File: src/rtl/led_sequence_ctrl.sv
// Button-driven 4-LED sequencer: rotate left/right, bounce and blink at four speeds, with pause.
// Define LED_CTRL_DEBOUNCE_EN to include the per-button debouncer; otherwise synchronized levels feed the edge detector.
module led_sequence_ctrl #(
    parameter logic [31:0] TICK_BASE = 32'd100000000,
    parameter logic [19:0] DEB_CYC   = 20'd1000000
) (
    input  logic       clk,
    input  logic       rst,
    input  logic       btn_mode,
    input  logic       btn_speed,
    input  logic       btn_pause,
    output logic [3:0] led,
    output logic [1:0] mode,
    output logic [1:0] speed,
    output logic       paused,
    output logic       step
);
    typedef enum logic [1:0] {
        ROT_L  = 2'd0,
        ROT_R  = 2'd1,
        BOUNCE = 2'd2,
        BLINK  = 2'd3
    } mode_e;

    function automatic logic [3:0] init_pattern(input mode_e m);
        case (m)
            ROT_L:   init_pattern = 4'b0001;
            ROT_R:   init_pattern = 4'b1000;
            BOUNCE:  init_pattern = 4'b0001;
            default: init_pattern = 4'b1111;
        endcase
    endfunction

    // Returns {dir, led}; dir 0 means the bounce is travelling towards bit 3.
    function automatic logic [4:0] advance(input mode_e m, input logic dir, input logic [3:0] l);
        case (m)
            ROT_L:   advance = {dir, l[2:0], l[3]};
            ROT_R:   advance = {dir, l[0], l[3:1]};
            BOUNCE: begin
                if (!dir)
                    advance = (l == 4'b1000) ? {1'b1, 4'b0100} : {1'b0, l[2:0], 1'b0};
                else
                    advance = (l == 4'b0001) ? {1'b0, 4'b0010} : {1'b1, 1'b0, l[3:1]};
            end
            default: advance = {dir, ~l};
        endcase
    endfunction

    // Bit order for all per-button vectors: [0] mode, [1] speed, [2] pause.
    logic [2:0] btn_raw;
    logic [2:0] sync0_q;
    logic [2:0] sync1_q;
    logic [2:0] lvl;
    logic [2:0] lvl_prev_q;
    logic [2:0] cmd_q;

    assign btn_raw = {btn_pause, btn_speed, btn_mode};

    always_ff @(posedge clk) begin
        if (rst) begin
            sync0_q    <= '0;
            sync1_q    <= '0;
            lvl_prev_q <= '0;
            cmd_q      <= '0;
        end else begin
            sync0_q    <= btn_raw;
            sync1_q    <= sync0_q;
            lvl_prev_q <= lvl;
            cmd_q      <= lvl & ~lvl_prev_q;
        end
    end

`ifdef LED_CTRL_DEBOUNCE_EN
    logic [2:0]       acc_q;
    logic [2:0]       acc_d;
    logic [2:0][19:0] deb_cnt_q;
    logic [2:0][19:0] deb_cnt_d;

    always_comb begin
        acc_d     = acc_q;
        deb_cnt_d = '0;
        for (int i = 0; i < 3; i++) begin
            if (sync1_q[i] != acc_q[i]) begin
                if (deb_cnt_q[i] + 20'd1 >= DEB_CYC)
                    acc_d[i] = sync1_q[i];
                else
                    deb_cnt_d[i] = deb_cnt_q[i] + 20'd1;
            end
        end
    end

    always_ff @(posedge clk) begin
        if (rst) begin
            acc_q     <= '0;
            deb_cnt_q <= '0;
        end else begin
            acc_q     <= acc_d;
            deb_cnt_q <= deb_cnt_d;
        end
    end

    assign lvl = acc_q;
`else
    logic unused_deb_cyc;
    assign unused_deb_cyc = ^DEB_CYC;
    assign lvl = sync1_q;
`endif

    logic [31:0] period;
    logic [31:0] cnt_q, cnt_d;
    logic [3:0]  led_q, led_d;
    mode_e       mode_q, mode_d;
    logic [1:0]  speed_q, speed_d;
    logic        paused_q, paused_d;
    logic        dir_q, dir_d;
    logic        any_cmd;
    logic        tc;

    assign period  = TICK_BASE >> speed_q;
    assign any_cmd = |cmd_q;
    assign tc      = !paused_q && (cnt_q == period - 32'd1);

    // Any command in a cycle suppresses that cycle's step, so loads and clears always win.
    always_comb begin
        mode_d   = mode_q;
        speed_d  = speed_q;
        paused_d = paused_q ^ cmd_q[2];
        cnt_d    = cnt_q;
        led_d    = led_q;
        dir_d    = dir_q;
        step     = 1'b0;
        if (cmd_q[0]) begin
            mode_d = mode_e'(mode_q + 2'd1);
            led_d  = init_pattern(mode_d);
            dir_d  = 1'b0;
            cnt_d  = '0;
        end
        if (cmd_q[1]) begin
            speed_d = speed_q + 2'd1;
            cnt_d   = '0;
        end
        if (!any_cmd && !paused_q) begin
            if (tc) begin
                cnt_d          = '0;
                step           = 1'b1;
                {dir_d, led_d} = advance(mode_q, dir_q, led_q);
            end else begin
                cnt_d = cnt_q + 32'd1;
            end
        end
    end

    always_ff @(posedge clk) begin
        if (rst) begin
            cnt_q    <= '0;
            led_q    <= 4'b0001;
            mode_q   <= ROT_L;
            speed_q  <= '0;
            paused_q <= 1'b0;
            dir_q    <= 1'b0;
        end else begin
            cnt_q    <= cnt_d;
            led_q    <= led_d;
            mode_q   <= mode_d;
            speed_q  <= speed_d;
            paused_q <= paused_d;
            dir_q    <= dir_d;
        end
    end

    assign led    = led_q;
    assign mode   = mode_q;
    assign speed  = speed_q;
    assign paused = paused_q;
endmodule
File: config.mk
export PLATFORM = sky130hd
export DESIGN_NAME = led_sequence_ctrl
export DESIGN_NICKNAME = d
export VERILOG_FILES = /design/src/rtl/led_sequence_ctrl.sv
export SDC_FILE = /design/constraint.sdc
export NUM_CORES = 1
export LEC_CHECK = 0
export ABC_AREA = 1
export BUFFER_PORTS_ARGS = -buffer_cell sky130_fd_sc_hd__buf_2
export CORE_MARGIN = 1.5
export CORE_UTILIZATION = 39
export DETAILED_ROUTE_END_ITERATION = 8
export PLACE_DENSITY_LB_ADDON = 0.25
export RECOVER_POWER = 100
export SLEW_MARGIN = 30
export SYNTH_ARGS = -nofsm -noshare
export SYNTH_HDL_FRONTEND = slang
export SYNTH_SLANG_ARGS = --single-unit
File: constraint.sdc
create_clock -name clk -period 3.3 [get_ports clk]
set_clock_uncertainty 0.15 [all_clocks]
set_input_delay 0.495 -clock clk [delete_from_list [all_inputs] [get_ports clk]]
set_output_delay 0.495 -clock clk [all_outputs]
set_load 0.1 [all_outputs]
; After elaboration in Yosys (flattened, before gate mapping)
; Index checks and enable logic that the tools add are counted.
; W data, S select, Z words.
[op_classes]
mux = 17
add_sub_neg = 4
bitwise_logic = 4
n_shift = 1
eq_ne = 10
reduce_logical = 10
[op_table]
columns = cell, count
row1 = $mux W32, 4
row2 = $add A32 B1 Y32 const B, 1
row3 = $eq A32 B32 Y1, 1
row4 = $shr A27 B2 Y32 const A, 1
row5 = $sub A32 B1 Y32 const B, 1
row6 = $mux W5, 3
row7 = $pmux W5 S3, 1
row8 = $mux W4, 3
row9 = $pmux W4 S2, 1
row10 = $ne A3 B3 Y1 const B, 2
row11 = $mux W1, 5
row12 = $add A2 B1 Y2 const B, 2
row13 = $eq A2 B1 Y1 const B, 2
row14 = $eq A2 B2 Y1 const B, 2
row15 = $eq A4 B1 Y1 const B, 1
row16 = $eq A4 B4 Y1 const B, 1
row17 = $logic_not A2 Y1, 2
row18 = $not A4 Y4, 1
row19 = $and A3 B3 Y3, 1
row20 = $ne A3 B2 Y1 const B, 1
row21 = $not A3 Y3, 1
row22 = $reduce_and A3 Y1, 1
row23 = $reduce_bool A3 Y1, 1
row24 = $reduce_or A3 Y1, 1
row25 = other kinds (4), 6
[word_totals]
ff_bits = 54
output_inout_bits = 10
inputBits = 5

; Depth between registers and ports, before layout
[depth]
word_depth = 7
depth_mapped = 15
depth_no_buf = 14

; Least setup slack after synthesis
; Ideal clock, no wire load.
[synth_timing]
path_kind = register to output
from = register speed_q[0] (netlist: speed[0])
to = output step
setup_slack_ns = -0.044
required_time_ns = 2.655
path_stages_with_launch = 11
n_path_buf = 1
arrival_ns = 2.699
cell_sequence = dfxtp_1 -> inv_1 -> ha_1 -> buf_6 -> nor2_8 -> nand4_1 -> nand2_1 -> nand2_1 -> nor2_2 -> nand3_4 -> clkinv_2
[synth_via]
elab_chain_cells = 6
[synth_rtl]
columns = item, line_no
row1 = "start, declared", 113  ; logic [1:0] speed_q, speed_d;
row2 = "start signal, assigned", 165  ; speed_q <= speed_d;
row3 = $shr A27 B2 Y32, 119  ; assign period = TICK_BASE >> speed_q;
row4 = $sub A32 B1 Y32, 121  ; assign tc = !paused_q && (cnt_q == period - 32'd1);
row5 = $eq A32 B32 Y1, 121
row6 = $logic_and A1 B1 Y1, 121
row7 = $mux W1, 143  ; if (tc) begin
row8 = $mux W1, 142  ; if (!any_cmd && !paused_q) begin
row9 = "end, declared", 16  ; output logic step
; No other way between the ends.

; Final worst setup path
[layout_timing]
from = register speed_q[1] (netlist: speed[1])
to = output step
; Same word-level chain as after synthesis.

==> reports/qor.csv <==
metric,value,unit
core.rowCount,35,
initial_core_util,40.20,%
avgSynthCellArea,6.171,um^2
drt-total-wl,10410,um
clkTransAtPathRegs,0.11,ns
ys.flop_type,dfxtp_1,
pwr-share-comb,9.9,%
n_antenna_cell,0,
overflow,0,
synth_edf_count,0,
vdd_ir_drop_max,0.1635,mV
worstPathArrival,2.44,ns
layout_worst_path_cycle_share,93.53,%
slew_headroom,-9.195,%
antenna_found_initial,0,
cts_num_sinks,54,
worstPathCellList,inv_1 -> ha_1 -> inv_1 -> nor2_1 -> nor2_1 -> nand2_1 -> nor2_1 -> nand2_2 -> nor2_4 -> nand3_4 -> clkinv_2 -> clkbuf_4,
drv_slew,33,
syn_nets,619,
ios,15,
setup_violations,0,
synth_commonest_cells,"180 x nand2_1, 83 x nor2_1, 66 x inv_1",
violations,"max-capacitance violations, max-slew violations",
path_delay_family,simple AND/OR/NAND/NOR gates,
max_cap_violations,1,
netlist_instances,602,
cts_hold_buf,0,
slowest_stage,dfxtp_2,
die_w,100.6,um
drtIter0Drc,231,
cts-root-buf,clkbuf_8,
crit_type,reg -> out,
first_pass_iters,5,
yosysUniqueCellTypes,39,
fin_crit,3.086,ns
core,0.009240,mm^2
yosysWarnings,0,
vias,3693,
gp_congestion,0.9292,
power_density,307.0,mW/mm^2
critical_path_buf_inv_count,4,
netSwitchingPower,0.0003425,W
area_delta_synth_final,6.164,%
total_power,0.001211,W
grt_pass1_wl,17330,um
die_h,100.6,um
hold_viol_final,0,
ctsResizeCount,0,
yosysMostFrequentCell,nand2_1,
ant_nets,0,
grt_pass1_vias,3476,
drcViolationCount,0,
cts_setup_buffers,0,
yosys.area.top_type,dfxtp_1,
layout-drive-gt1-share,7.107,%
dp_hpwl,7812,um
worst_hold_path_type,in -> reg,
grt_use_total,21.87,%
synthTopCellsByArea,"dfxtp_1 29%, nand2_1 18%, nor2_1 8.4%, inv_1 6.7%, a21oi_1 6.1%",
postSynth.asyncResetShare,0,%
cpMostUsedCell,nor2_1,
max_stage_delay,0.43,ns
critPathMaxFanout,9,
cts_tree,yes,
ys_ff_latch,54,
place_inst,726,
routed_via_density,5.031,
htreeDepth,2,
status,finished with violations,
tightest_slew,1.638,ns
port_buffers,14,
cp.required,2.65,ns
worstSkewPairLatency,0.31,ns
fin_cells,734,
setup.worst_path.end_class,output pin,
power_frac_seq,55.7,%
grt_start_max_net_pins,44,
wl_per_cell,14.18,um
die_area,0.01012,mm^2
fin_nets,621,
ys_seq_area_share,29.10,%
syn_area,0.003715,mm^2
numCtsBuffers,5,
fin_tns_setup,0,ns
clkPwrFrac,34.3,%
p_int,0.0008685,W
netSwitchingFraction,28.28,%
grt_setup_unrepaired,no,
cp-start-kind,register,
synth_top_area_share,29.10,%
p_leak,1.534,nW
max_freq,0.3240,GHz
clockBufferDepth,2,
[metal layers]
| layer | part of all wire (%) | vias up | GRT usage, % |
|---|---|---|---|
| li1 | - | 1917 | - |
| met1 | 47 | 1658 | 28.52 |
| met2 | 46 | 100 | 36.85 |
| met3 | 5.2 | 18 | 3.259 |
| met4 | 2.1 | 0 | 7.476 |
| met5 | 0 | - | 0 |
[worst paths after layout]
kind	slack, ns	end	depth (start not counted)	from
setup reg to reg	0.44	cnt_q[16]	8	paused
setup / recovery	0.21	step	12	speed[1]
hold / removal	0.23	sync0_q[0]	3	btn_mode
hold reg to reg	0.25	cmd_q[2]	1	lvl_prev_q[2]
[power by group through the flow]
stage	Clock [W]	Sequential (W)	Combinational, W
2_1_floorplan	0	0.000707	0.0000766
3_3_place_gp	0	0.000690	0.000121
3_5_place_dp	0	0.000690	0.000122
4_1_cts	0.000426	0.000675	0.000122
5_1_grt	0.000447	0.000678	0.000134
6_report	0.000416	0.000675	0.000120
[tightest hold or removal path: stages]
cell and delay, ns:
buf_2 0.07, inv_1 0.03, nor2_1 0.06
[flip-flops by register name, indices dropped and copies added (netlist names)]
register / count
paused: 1
cnt_q: 32
led: 4
mode: 2
speed: 2
cmd_q: 3
lvl: 3
sync0_q: 3
lvl_prev_q: 3
dir_q: 1
[cell usage in the layout, fill, tap and decap left out, types with 4 or more instances in the layout]
master | Yosys | layout
dfxtp_1 | 54 | 52
nand2_1 | 180 | 180
nor2_1 | 83 | 83
clkbuf_8 | 0 | 6
xor2_1 | 13 | 13
a21oi_1 | 45 | 45
ha_1 | 12 | 11
nand4_1 | 16 | 16
inv_1 | 66 | 66
clkbuf_1 | 6 | 10
buf_2 | 8 | 4
nand3_1 | 39 | 39
or2_2 | 4 | 4
o21ai_0 | 19 | 19
xnor2_1 | 4 | 4
nor3_1 | 12 | 11
nand3_2 | 4 | 4
[stage by stage]
step	worst slack (ns)	hold WS [ns]	cell area [um^2]	util [%]
2_1_floorplan	0.3769	0.2244	3717	-
3_3_place_gp	0.4386	0.2300	3854	41.71
3_5_place_dp	0.3921	0.2405	3854	41.71
4_1_cts	0.02804	0.2213	3954	42.79
5_1_grt	0.04860	0.2140	3944	42.68
6_report	0.2136	0.2271	3944	42.68
[kinds of logic (layout without fill, tap and decap cells)]
kind of cell	Yosys count	in the layout	synth area share [%]
adder cells (fa/ha/maj)	12	12	4.042
AND/OR/NAND/NOR	351	351	41.19
XOR/XNOR	17	17	4.008
AO/OA/AOI/OAI	78	78	11.45
buffers and inverters	90	93	10.21
flip-flops	54	54	29.10
[final cells by class]
| class | count | area, um^2 |
|---|---|---|
| Fill cell | 1006 | 5296 |
| Multi-Input combinational cell | 458 | 2262 |
| Sequential cell | 54 | 1084 |
| Inverter | 68 | 256.5 |
| Tap cell | 129 | 161.4 |
| Clock buffer | 6 | 82.58 |
| Timing Repair Buffer | 17 | 80.08 |
| Clock inverter | 2 | 17.52 |
Power figures use the tool's default switching activity.
